### src/rtl/cmp_sort_pkg.sv
// Shared encodings and widths for the block sorter and its comparator.
package cmp_sort_pkg;
  localparam int WORD_W     = 4;
  localparam int SWAP_CNT_W = 8;

  localparam logic [1:0] ST_LOAD  = 2'd0;
  localparam logic [1:0] ST_SORT  = 2'd1;
  localparam logic [1:0] ST_DRAIN = 2'd2;

  function automatic logic [SWAP_CNT_W-1:0] sat_inc(input logic [SWAP_CNT_W-1:0] v);
    return (&v) ? v : v + 1'b1;
  endfunction
endpackage

### src/rtl/comparator.sv
// Unsigned magnitude comparator of f against s; purely combinational, no flow control.
module comparator
  import cmp_sort_pkg::*;
(
  input  logic [WORD_W-1:0] f,
  input  logic [WORD_W-1:0] s,
  output logic              gt,
  output logic              lt,
  output logic              eq
);
  assign gt = (f > s);
  assign lt = (f < s);
  assign eq = (f == s);
endmodule

### src/rtl/compare_sort_ctrl.sv
// Loads DEPTH words, bubble-sorts them one compare per clock, then streams them out.
// Sort takes DEPTH-1 .. DEPTH*(DEPTH-1)/2 cycles; load and drain stall on valid/ready, never overlap.
module compare_sort_ctrl
  import cmp_sort_pkg::*;
#(
  parameter int DEPTH   = 4,
  parameter bit DESCEND = 1'b0
) (
  input  logic                  clk,
  input  logic                  rst,
  input  logic                  in_valid,
  output logic                  in_ready,
  input  logic [WORD_W-1:0]     in_data,
  output logic                  out_valid,
  input  logic                  out_ready,
  output logic [WORD_W-1:0]     out_data,
  output logic                  busy,
  output logic                  done,
  output logic [SWAP_CNT_W-1:0] swap_count
);
  localparam int PTR_W = $clog2(DEPTH);
  localparam logic [PTR_W-1:0] LAST      = PTR_W'(DEPTH - 1);
  localparam logic [PTR_W-1:0] PASS_LAST = PTR_W'(DEPTH - 2);

  logic [1:0]            state_q, state_d;
  logic [WORD_W-1:0]     mem_q [DEPTH];
  logic [WORD_W-1:0]     mem_d [DEPTH];
  logic [PTR_W-1:0]      wr_ptr_q, wr_ptr_d;
  logic [PTR_W-1:0]      rd_ptr_q, rd_ptr_d;
  logic [PTR_W-1:0]      i_q, i_d;
  logic [PTR_W-1:0]      pass_q, pass_d;
  logic                  swapped_q, swapped_d;
  logic [SWAP_CNT_W-1:0] swap_count_q, swap_count_d;
  logic                  done_q, done_d;

  logic [PTR_W-1:0] i_nxt;
  logic [PTR_W-1:0] i_last;
  logic             cmp_gt, cmp_lt, cmp_eq;
  logic             do_swap;
  logic             swapped_now;

  assign i_nxt  = i_q + 1'b1;
  assign i_last = PASS_LAST - pass_q;

  comparator u_cmp (
    .f  (mem_q[i_q]),
    .s  (mem_q[i_nxt]),
    .gt (cmp_gt),
    .lt (cmp_lt),
    .eq (cmp_eq)
  );

  // Equal neighbours never swap, which keeps the sort stable.
  assign do_swap = (state_q == ST_SORT) && !cmp_eq && (DESCEND ? cmp_lt : cmp_gt);

  always_comb begin
    state_d      = state_q;
    mem_d        = mem_q;
    wr_ptr_d     = wr_ptr_q;
    rd_ptr_d     = rd_ptr_q;
    i_d          = i_q;
    pass_d       = pass_q;
    swapped_d    = swapped_q;
    swap_count_d = swap_count_q;
    done_d       = 1'b0;
    swapped_now  = swapped_q | do_swap;

    case (state_q)
      ST_LOAD: begin
        if (in_valid) begin
          mem_d[wr_ptr_q] = in_data;
          if (wr_ptr_q == '0) swap_count_d = '0;
          if (wr_ptr_q == LAST) begin
            state_d   = ST_SORT;
            wr_ptr_d  = '0;
            i_d       = '0;
            pass_d    = '0;
            swapped_d = 1'b0;
          end else begin
            wr_ptr_d = wr_ptr_q + 1'b1;
          end
        end
      end
      ST_SORT: begin
        if (do_swap) begin
          mem_d[i_q]   = mem_q[i_nxt];
          mem_d[i_nxt] = mem_q[i_q];
          swap_count_d = sat_inc(swap_count_q);
        end
        // A clean pass, or the final one-compare pass, means the block is ordered.
        if (i_q == i_last) begin
          i_d       = '0;
          swapped_d = 1'b0;
          if (!swapped_now || pass_q == PASS_LAST) begin
            state_d = ST_DRAIN;
            pass_d  = '0;
            done_d  = 1'b1;
          end else begin
            pass_d = pass_q + 1'b1;
          end
        end else begin
          i_d       = i_nxt;
          swapped_d = swapped_now;
        end
      end
      ST_DRAIN: begin
        if (out_ready) begin
          if (rd_ptr_q == LAST) begin
            state_d  = ST_LOAD;
            rd_ptr_d = '0;
          end else begin
            rd_ptr_d = rd_ptr_q + 1'b1;
          end
        end
      end
      default: state_d = ST_LOAD;
    endcase
  end

  always_ff @(posedge clk) begin
    if (rst) begin
      state_q      <= ST_LOAD;
      wr_ptr_q     <= '0;
      rd_ptr_q     <= '0;
      i_q          <= '0;
      pass_q       <= '0;
      swapped_q    <= 1'b0;
      swap_count_q <= '0;
      done_q       <= 1'b0;
      for (int k = 0; k < DEPTH; k++) mem_q[k] <= '0;
    end else begin
      state_q      <= state_d;
      mem_q        <= mem_d;
      wr_ptr_q     <= wr_ptr_d;
      rd_ptr_q     <= rd_ptr_d;
      i_q          <= i_d;
      pass_q       <= pass_d;
      swapped_q    <= swapped_d;
      swap_count_q <= swap_count_d;
      done_q       <= done_d;
    end
  end

  assign in_ready   = (state_q == ST_LOAD);
  assign out_valid  = (state_q == ST_DRAIN);
  assign out_data   = out_valid ? mem_q[rd_ptr_q] : '0;
  assign busy       = (state_q != ST_LOAD);
  assign done       = done_q;
  assign swap_count = swap_count_q;
endmodule
### config.mk
export PLATFORM = sky130hd
export DESIGN_NAME = compare_sort_ctrl
export DESIGN_NICKNAME = d
export VERILOG_FILES = /design/src/rtl/cmp_sort_pkg.sv /design/src/rtl/comparator.sv /design/src/rtl/compare_sort_ctrl.sv
export SDC_FILE = /design/constraint.sdc
export NUM_CORES = 1
export LEC_CHECK = 0
export CAP_MARGIN = 20
export CORE_MARGIN = 1
export CORE_UTILIZATION = 57
export CTS_CLUSTER_DIAMETER = 80
export DETAILED_ROUTE_END_ITERATION = 8
export MAX_ROUTING_LAYER = met4
export PLACE_DENSITY = 0.85
export SETUP_SLACK_MARGIN = 0.4
export SLEW_MARGIN = 20
export SYNTH_ARGS = -nofsm -noshare
export SYNTH_HDL_FRONTEND = slang
export SYNTH_SLANG_ARGS = --single-unit
### constraint.sdc
create_clock -name clk -period 3.8 [get_ports clk]
set_input_delay 0.76 -clock clk [delete_from_list [all_inputs] [get_ports clk]]
set_output_delay 0.76 -clock clk [all_outputs]
set_load 0.05 [all_outputs]
# Word level (Yosys, flattened, before mapping)
# Index checks and enable logic that the tools add are counted.
# totals
ramBits	0
ff_bits	36
latchBits	0
memories	0
in_bits	8
romBits	0
# classes
shifts	0
n_eq_ne	16
addsub	6
mul	0
n_mux	48
n_div	0
reduce_logical	21
n_bitwise	7
magnitude_cmp	8
# op_table
op	n
$bwmux 16	3
$mux 4	10
$mux 16	2
$mux 8	4
$pmux 16 s2	1
$mux 2	13
$bmux 4 s2	3
$demux 4 s2	3
$pmux 8 s2	1
$ge 3x3->1 const B	4
$ne 2x1->1 const B	6
$not 2->3	4
$lt 3x1->1 const B	3
$add 2x1->2 const B	4
$add 8x1->8 const B	1
$eq 2x2->1 const B	4
$pmux 2 s2	2
$reduce_and 8->1	1
$ne 2x2->1 const B	3
$pmux 2 s3	1
$reduce_and 3->1	2
$reduce_and 6->1	1
$logic_and 1x1->1	5
$reduce_and 5->1	1
other kinds (16)	24

# Longest topological paths before layout
# Gate-level depths: netlist (run 1).
# logic_depth
word_depth	15
depth_mapped	12

# By module
# From an unflattened synthesis (run 1), not the netlist that was laid out.
# unflattened
hier_cells	303
area_unflattened_um2	2671.3
# by_module_without_submodules
mod	instances	area_per_inst_um2	cells_each
compare_sort_ctrl	1	2542.4	287
comparator	1	128.9	16

# Least setup slack after synthesis (run 1)
# No wires, ideal clock.
# synth_timing
path_kind	flip-flop to flip-flop
from	register i_q[0]
to	register mem_q[10] (netlist name)
setup_slack_ps	918
path_stages_with_launch	13
required_ps	3683
n_path_buf	2
synth_period_minus_slack_ps	2882
setup_ps	117
arrival_ps	2765
cell_sequence	dfxtp_1 -> buf_6 -> inv_1 -> ha_1 -> mux4_1 -> inv_1 -> ha_1 -> nor2b_1 -> o211a_1 -> o211ai_1 -> a21oi_2 -> buf_2 -> a22o_1
# synth_between
elab_chain_cells	11
elab_cells_between_ends	30
classes_between	add/sub (1); order compare (5); eq/ne (2); mux (14); bitwise (2); reduce/logical (6)
# synth_rtl
element	line	source
from (decl)	compare_sort_ctrl.sv:30	logic [PTR_W-1:0] i_q, i_d;
from (signal assigned)	compare_sort_ctrl.sv:136	i_q <= i_d;
branches (longest 11 deep; another with $gt 4x4->1)	-	
to (signal assigned)	compare_sort_ctrl.sv:133	mem_q <= mem_d;
to (decl)	compare_sort_ctrl.sv:26	logic [WORD_W-1:0] mem_q [DEPTH];
# Several ways; the timed one is not identified. The select of a mux whose other input is x is not followed.
# A chain may end at the register's enable or synchronous reset.

# Worst setup path after layout (run 1)
# layout_timing
from	register i_q[1]
to	register mem_q[6] (netlist name)
# Same word-level chain as after synthesis.

==> results of run 1 <==
## tightest hold or removal path, cell delays in order (launching register included)
cell and delay, ns:
dfxtp_1 0.33, nand2_1 0.06, a21oi_1 0.05
## worst max-delay path by stage
stage	end	slack, ns	depth (start not counted)
2_1_floorplan	mem_q[10]$_SDFFE_PP0P_	0.92	12
3_3_place_gp	mem_q[2]$_SDFFE_PP0P_	0.72	10
3_5_place_dp	mem_q[7]$_SDFFE_PP0P_	0.63	10
4_1_cts	mem_q[7]$_SDFFE_PP0P_	0.56	9
5_1_grt	mem_q[6]$_SDFFE_PP0P_	0.42	10
6_report	mem_q[6]$_SDFFE_PP0P_	0.53	10
## through the flow
stage               area (µm²)  cells  total power, mW  hold WS, ns
global route              2790    342            0.875        0.532
global placement          2680    333            0.548        0.469
finish                    2790    342            0.840        0.487
CTS                       2770    341            0.834        0.489
detailed placement        2680    333            0.552        0.479
floorplan                 2470    274            0.513        0.456
## cells in the final DEF (no fill, tap or decap), types with 4 or more instances in the layout
master           count
nand2_1             19
mux4_1               5
and2_1               5
a21oi_1             21
a22oi_1             13
nor2b_1              7
nand2b_1             4
nand3_1             15
a22o_1              17
inv_1               11
mux4_2               7
dfxtp_1             36
nor2_1              20
o21ai_0             18
clkbuf_8             6
clkdlybuf4s50_1     23
ha_1                15
## sequential cells by signal (all words and copies together) (netlist names)
signal      count
swapped_q       1
state_q         2
done            1
i_q             2
swap_count      8
pass_q          2
rd_ptr_q        2
mem_q          16
wr_ptr_q        2
## logic make-up (layout without fill, tap and decap cells)
family | Yosys count | in the layout | share of synthesized area
XOR/XNOR | 2 | 2 | 0.00709
adder cells (fa/ha/maj) | 15 | 15 | 0.0759
AO/OA/AOI/OAI | 96 | 96 | 0.278
flip-flops | 36 | 36 | 0.292
buffers and inverters | 27 | 45 | 0.0572
AND/OR/NAND/NOR | 86 | 86 | 0.173
multiplexers | 12 | 12 | 0.117
## cell type report
| type | count | area [µm²] | share of cell area |
|---|---|---|---|
| multi-input cells | 211 | 1620 | 0.580 |
| flip-flops and latches | 36 | 721 | 0.259 |
| repair buffers | 26 | 253 | 0.0907 |
| clock buffers | 6 | 82.6 | 0.0296 |
| well taps | 50 | 62.6 | 0.0225 |
| inverters | 11 | 41.3 | 0.0148 |
| clock inverters | 2 | 10.0 | 0.00359 |
## where the power goes
group	switching [mW]	leakage (nW)	internal [mW]
registers	0.0123	0.291	0.387
clock network	0.145	0.0510	0.145
logic	0.0912	0.700	0.0602
## layer usage
layer / share of wire / up-vias
li1: - / 1082
met1: 0.42 / 1088
met2: 0.46 / 142
met3: 0.10 / 22
met4: 0.025 / 0
met5: 0 / -
## repair_timing
action	4_1_cts	5_1_grt
setup endpoints to repair	0	16
hold buffers	0	0
setup buffers	0	1
resized for setup	0	1
==> summary.txt, run 1 <==
Yosys
  – Area leader, netlist: dfxtp_1
  – Post-synth EDFFs: 0
  – YS warnings: 0
  – Post-synth ARST share: 0
  – Synthesized Nets: 297
  – Cell Area, Synth: about 0.0025 mm²
  – Syn Area/Cell: around 9 µm²
  – Synth cell types: between 40 and 50
  – Synth top area share: 0.292
  – Cells after Synth: around 270
  – Commonest cells post-synth: dfxtp_1 (36), a21oi_1 (21), nor2_1 (20), nand2_1 (19), o21ai_0 (18)
  – Top_reg_cell synth: dfxtp_1
  – Most frequent cell after synthesis: dfxtp_1
  – Top post-synthesis cells by area: dfxtp_1 (29%), ha_1 (7.6%), mux4_2 (6.4%)
  – Seq/Total Area, Yosys: 0.292
  – Post-synthesis register bit count: 36

Die
  – Die height: between 60 and 70 µm
  – Site row count: 23
  – Core ar.: 0.00409 mm²
  – Full die area: ~0.0046 mm²
  – Die W: just under 70 µm
  – Initial Utilization: 0.605
  – # IOs: 24

Detailed routing
  – Antenna Nets Post-Route: 0
  – Post-DR wirelength/cell: around 19 µm
  – Via Count: 2,334
  – Residual DRC: 0
  – DR iter-0 viols: 266
  – Vias/cell: between 6 and 7
  – Drt total wl: between 6000 and 7000 µm
  – DRT Pass-1 Iters: 5

CTS
  – Worst-skew pair later-pin latency: roughly 0.30 ns
  – TritonCTS Buffers: 5
  – CTS tree: yes
  – Clock Path Buffers: 2
  – Clock Pin Slew Worst Setup and Hold Paths: about 0.070 ns
  – H-tree Lvls: 2
  – CTS sink count: 36
  – Clock root buffer: clkbuf_8

Worst setup path
  – Slowest cell delay on critical path: 0.52 ns
  – Worst Setup SP: i_q[1]$_SDFFE_PP0P_
  – RR Startpoint: i_q[1]$_SDFFE_PP0P_
  – RR Endpoint: mem_q[6]$_SDFFE_PP0P_
  – Worst setup SP type: flop
  – Max FO, Critical Path: 9
  – Reg2reg setup slack: ~0.53 ns
  – Crit path cell chain: inv_1 -> ha_1 -> mux4_1 -> inv_1 -> ha_1 -> nor2b_1 -> o211a_1 -> o21a_1 -> a21oi_1 -> a22o_1
  – Cell family with most CP delay: compound AO/OA/AOI/OAI gates
  – WP data arrival: 3.52 ns
  – WP data required: a little over 4 ns
  – Slowest CP cell: dfxtp_1
  – Buf/Inv on CP: 2
  – Critical Path Sink Type: flop
  – Crit path kind: reg -> reg
  – FF-to-FF path depth: 10

Global routing
  – Met3 Track Usage GR: 0.0783
  – Number of global-route vias before repair: between 2,000 and 2,500
  – GR peak layer: met2
  – Initial antenna violation count: 0
  – Largest net degree at the start of global routing: 26
  – GRT met2 Usage: 0.464
  – Global-route wire length before repair: slightly above 10,000 µm
  – Gr usage total: 0.320
  – GRT overflow: 0
  – M1 GR Usage: 0.413

Timing
  – Share of the clock period used by the worst path: 0.861
  – # setup viols final: 0
  – Total negative slack: 0 ns
  – Final hold viol count: 0
  – Unrepaired setup endpoints after global routing: false
  – Max Freq: just over 300 MHz
  – Worst setup margin: ~0.53 ns
  – Period minus WS final: between 3 and 4 ns
  – Slew Viols, Final: 0
  – Slew HR: 0.447
  – Clk_skew: 0.00460 ns
  – Slew @ Worst Pin: roughly 0.83 ns

Placed design
  – Dpl hpwl: between 4000 and 5000 µm
  – Placer Congestion: approximately 1
  – Setup WS pre-CTS: roughly 0.63 ns
  – I/O Buffers: 23

Final layout
  – Final core occ: 0.682
  – # diodes: 0
  – Fill cell count: between 300 and 400
  – Fin nets: 314
  – Synthesis-to-layout area growth: 12.8%
  – Layout cells sized above 1: 0.0925

Run
  – Max-Cap Viols: 0

Hold path
  – Hold path start: swap_count[1]$_SDFFE_PP0P_
  – Hold endpoint: swap_count[1]$_SDFFE_PP0P_
  – Hold Path Class: reg -> reg
  – Hold path cells: 2

Power
  – P per Cell Area: between 300 and 400 mW/mm²
  – Pleak: ~1.0 nW
  – Maximum VDD drop: around 180 µV

Status
  – Outcome: completed
Note: power is estimated with default switching activity, not from simulation.
==> run 2, diff against run 1 <==
Settings changed: CORE_ASPECT_RATIO set to 0.7, SETUP_SLACK_MARGIN 0.4 to 0.2.
==> run 2 against run 1 <==
Largest power group unchanged; via count rose by 3.1%; global-route usage is 0.29 points higher; total power is 3.6% lower; critical path type unchanged; first-iteration DRC count is 22% higher; register-to-register slack got worse by 0.09 ns; largest cell class unchanged; sequential power hardly changed; critical path depth is the same; clock skew increased by 0.0045 ns.
==> summary.txt, run 2 (synthesis results as in run 1) <==
Global routing
  – Met3 Track Usage GR: 0.115 (was 0.0783)
  – Global-route wire length before repair: 10,800 µm (was 10,300 µm)
  – GRT met2 Usage: 0.456 (was 0.464)
  – Gr usage total: 0.323 (was 0.320)
  – GRT overflow: 0 (unchanged)
  – Number of global-route vias before repair: 2,176 (was 2,082)
  – Largest net degree at the start of global routing: 35 (was 26)
  – Initial antenna violation count: 0 (unchanged)
  – M1 GR Usage: 0.434 (was 0.413)
  – GR peak layer: met2 (unchanged)

Placed design
  – I/O Buffers: 23 (unchanged)
  – Dpl hpwl: 4860 µm (was 4460 µm)
  – Dpl cell area: 0.00269 mm² (was 0.00268 mm²)
  – Inst Count DP: 336 (was 333)
  – Setup WS pre-CTS: 0.554 ns (was 0.631 ns)
  – Placer Congestion: 0.960 (was 0.992)

Power
  – Sw power: 239 µW (was 248 µW)
  – Cell-internal power: 571 µW (was 592 µW)
  – Maximum VDD drop: 184 µV (was 179 µV)
  – Clock network fraction of total power: 0.321 (was 0.345)
  – Sequential share of power: 0.494 (was 0.475)
  – Sw frac: 0.295 (was 0.296)
  – Power Total: 810 µW (was 840 µW)
  – Pleak: 1.03 nW (was 1.04 nW)
  – P per Cell Area: 293 mW/mm² (was 301 mW/mm²)
  – Logic pwr share: 0.185 (was 0.180)

Run
  – Max-Cap Viols: 0 (unchanged)

Final layout
  – Commonest non-fill, non-tap cell in the layout: dfxtp_1 (unchanged)
  – # diodes: 0 (unchanged)
  – Fin nets: 314 (unchanged)
  – Non-Filler Instances: 343 (was 342)
  – Fill cell count: 351 (was 337)
  – Post-Layout Inst Area: 0.00277 mm² (was 0.00279 mm²)
  – Largest register by flop count: mem_q (unchanged)
  – Most frequent cells in the layout: dfxtp_1 (36), clkdlybuf4s50_1 (23), a21oi_1 (21) (unchanged)
  – Register area: 721 µm² (unchanged)
  – Synthesis-to-layout area growth: 11.9% (was 12.8%)
  – Largest register FFs: 16 (unchanged)
  – Multi-input logic area: 0.00161 mm² (was 0.00162 mm²)
  – Layout cells sized above 1: 0.0859 (was 0.0925)

Detailed routing
  – Post-DR wirelength/cell: 19.6 µm (was 19.1 µm)
  – Residual DRC: 0 (unchanged)
  – Vias/cell: 7.02 (was 6.82)
  – DRT Pass-1 Iters: 7 (was 5)
  – Via Count: 2,407 (was 2,334)
  – DR iter-0 viols: 325 (was 266)
  – Drt total wl: 6720 µm (was 6520 µm)
  – Antenna Nets Post-Route: 0 (unchanged)

Worst setup path
  – Cell family with most CP delay: compound AO/OA/AOI/OAI gates (unchanged)
  – Crit path kind: reg -> reg (unchanged)
  – Worst setup SP type: flop (unchanged)
  – Slowest CP cell: dfxtp_1 (unchanged)
  – Critical Path Sink Type: flop (unchanged)
  – Slowest cell delay on critical path: 0.57 ns (was 0.52 ns)
  – Crit path cell chain: inv_1 -> ha_1 -> mux4_1 -> inv_1 -> ha_1 -> nor2b_1 -> o211a_1 -> o21a_1 -> a21oi_1 -> a22o_1 (unchanged)
  – Max FO, Critical Path: 9 (unchanged)
  – WP data arrival: 3.59 ns (was 3.52 ns)
  – Buf/Inv on CP: 2 (unchanged)
  – WP data required: 4.03 ns (was 4.04 ns)
  – Reg2reg setup slack: 0.44 ns (was 0.53 ns)

Die
  – Die height: 57.1 µm (was 67.8 µm)
  – Core ar.: 0.00404 mm² (was 0.00409 mm²)
  – Site row count: 19 (was 23)
  – Full die area: 0.00461 mm² (was 0.00460 mm²)
  – # IOs: 24 (unchanged)
  – Die W: 80.7 µm (was 67.8 µm)
  – Initial Utilization: 0.611 (was 0.605)

Timing
  – Max Freq: 297 MHz (was 306 MHz)
  – Unrepaired setup endpoints after global routing: false (unchanged)
  – Total negative slack: 0 ns (unchanged)
  – Final hold viol count: 0 (unchanged)
  – Share of the clock period used by the worst path: 0.885 (was 0.861)
  – Slew HR: 0.453 (was 0.447)
  – # setup viols final: 0 (unchanged)
  – Slew Viols, Final: 0 (unchanged)
  – Slew @ Worst Pin: 0.819 ns (was 0.826 ns)
  – Period minus WS final: 3.36 ns (was 3.27 ns)
  – Worst setup margin: 0.437 ns (was 0.527 ns)
  – Clk_skew: 0.00909 ns (was 0.00460 ns)

CTS
  – Post-CTS Hold Buffers: 0 (unchanged)
  – Clock root buffer: clkbuf_8 (unchanged)
  – CTS sink count: 36 (unchanged)
  – TritonCTS Buffers: 5 (unchanged)
  – Post-CTS sizing: 0 (unchanged)
  – Worst-skew pair later-pin latency: 0.29 ns (was 0.30 ns)
  – CTS tree: yes (unchanged)
  – Clock Path Buffers: 2 (unchanged)
  – Post-CTS Setup Inserts: 0 (unchanged)
  – H-tree Lvls: 2 (unchanged)
  – Clock Pin Slew Worst Setup and Hold Paths: 0.07 ns (about the same)

Hold path
  – Hold Path Class: reg -> reg (unchanged)

Status
  – Outcome: completed (unchanged)
-- run 2: changes by cell type in the layout (fill, tap and decap cells not counted), sizes merged --
| cell | previous run | this run |
|---|---|---|
| clkinv | 2 | 1 |
-- run 2: worst reg2reg max path: stages, from the launching register on --
cell and delay, ns:
dfxtp_1 0.57, inv_1 0.15, ha_1 0.43, mux4_1 0.40, inv_1 0.10, ha_1 0.24, nor2b_1 0.13, o211a_1 0.25
o21a_1 0.28, a21oi_1 0.52, a22o_1 0.24
-- run 2: metrics by stage --
step / hold slack (ns) / util
6_report: 0.498 / 0.685
5_1_grt: 0.520 / 0.685
4_1_cts: 0.502 / 0.685
3_5_place_dp: 0.492 / 0.665
3_3_place_gp: 0.478 / 0.665
2_1_floorplan: 0.456 / -
-- run 2: worst paths after layout --
check / from / end / cells past startpoint
worst min-delay path: swap_count[1]$_SDFFE_PP0P_ / swap_count[1]$_SDFFE_PP0P_ / 2
worst max-delay path: i_q[1]$_SDFFE_PP0P_ / mem_q[0]$_SDFFE_PP0P_ / 10
worst max register to register: i_q[1]$_SDFFE_PP0P_ / mem_q[0]$_SDFFE_PP0P_ / 10
worst min register to register: swap_count[1]$_SDFFE_PP0P_ / swap_count[1]$_SDFFE_PP0P_ / 2
-- run 2: area by class of cell --
class,instances,share of cell area
inverter,11,0.0149
clock inverter,1,0.00181
multi-input combinational,211,0.582
timing repair buffer,26,0.0914
tap,52,0.0235
clock buffer,6,0.0262
sequential,36,0.261
-- run 2: layer usage --
layer / share of wire / up-vias
met3: 0.12 / 12
met2: 0.42 / 146
li1: - / 1097
met5: 0 / -
met1: 0.44 / 1152
met4: 0.015 / 0
-- run 2: power by group through the flow --
stage          sequential [mW]  clock (mW)  combinational (mW)
3_3_place_gp             0.407           0               0.140
6_report                 0.400       0.260               0.150
5_1_grt                  0.401       0.282               0.163
3_5_place_dp             0.407           0               0.145
4_1_cts                  0.399       0.264               0.146
2_1_floorplan            0.402           0               0.111
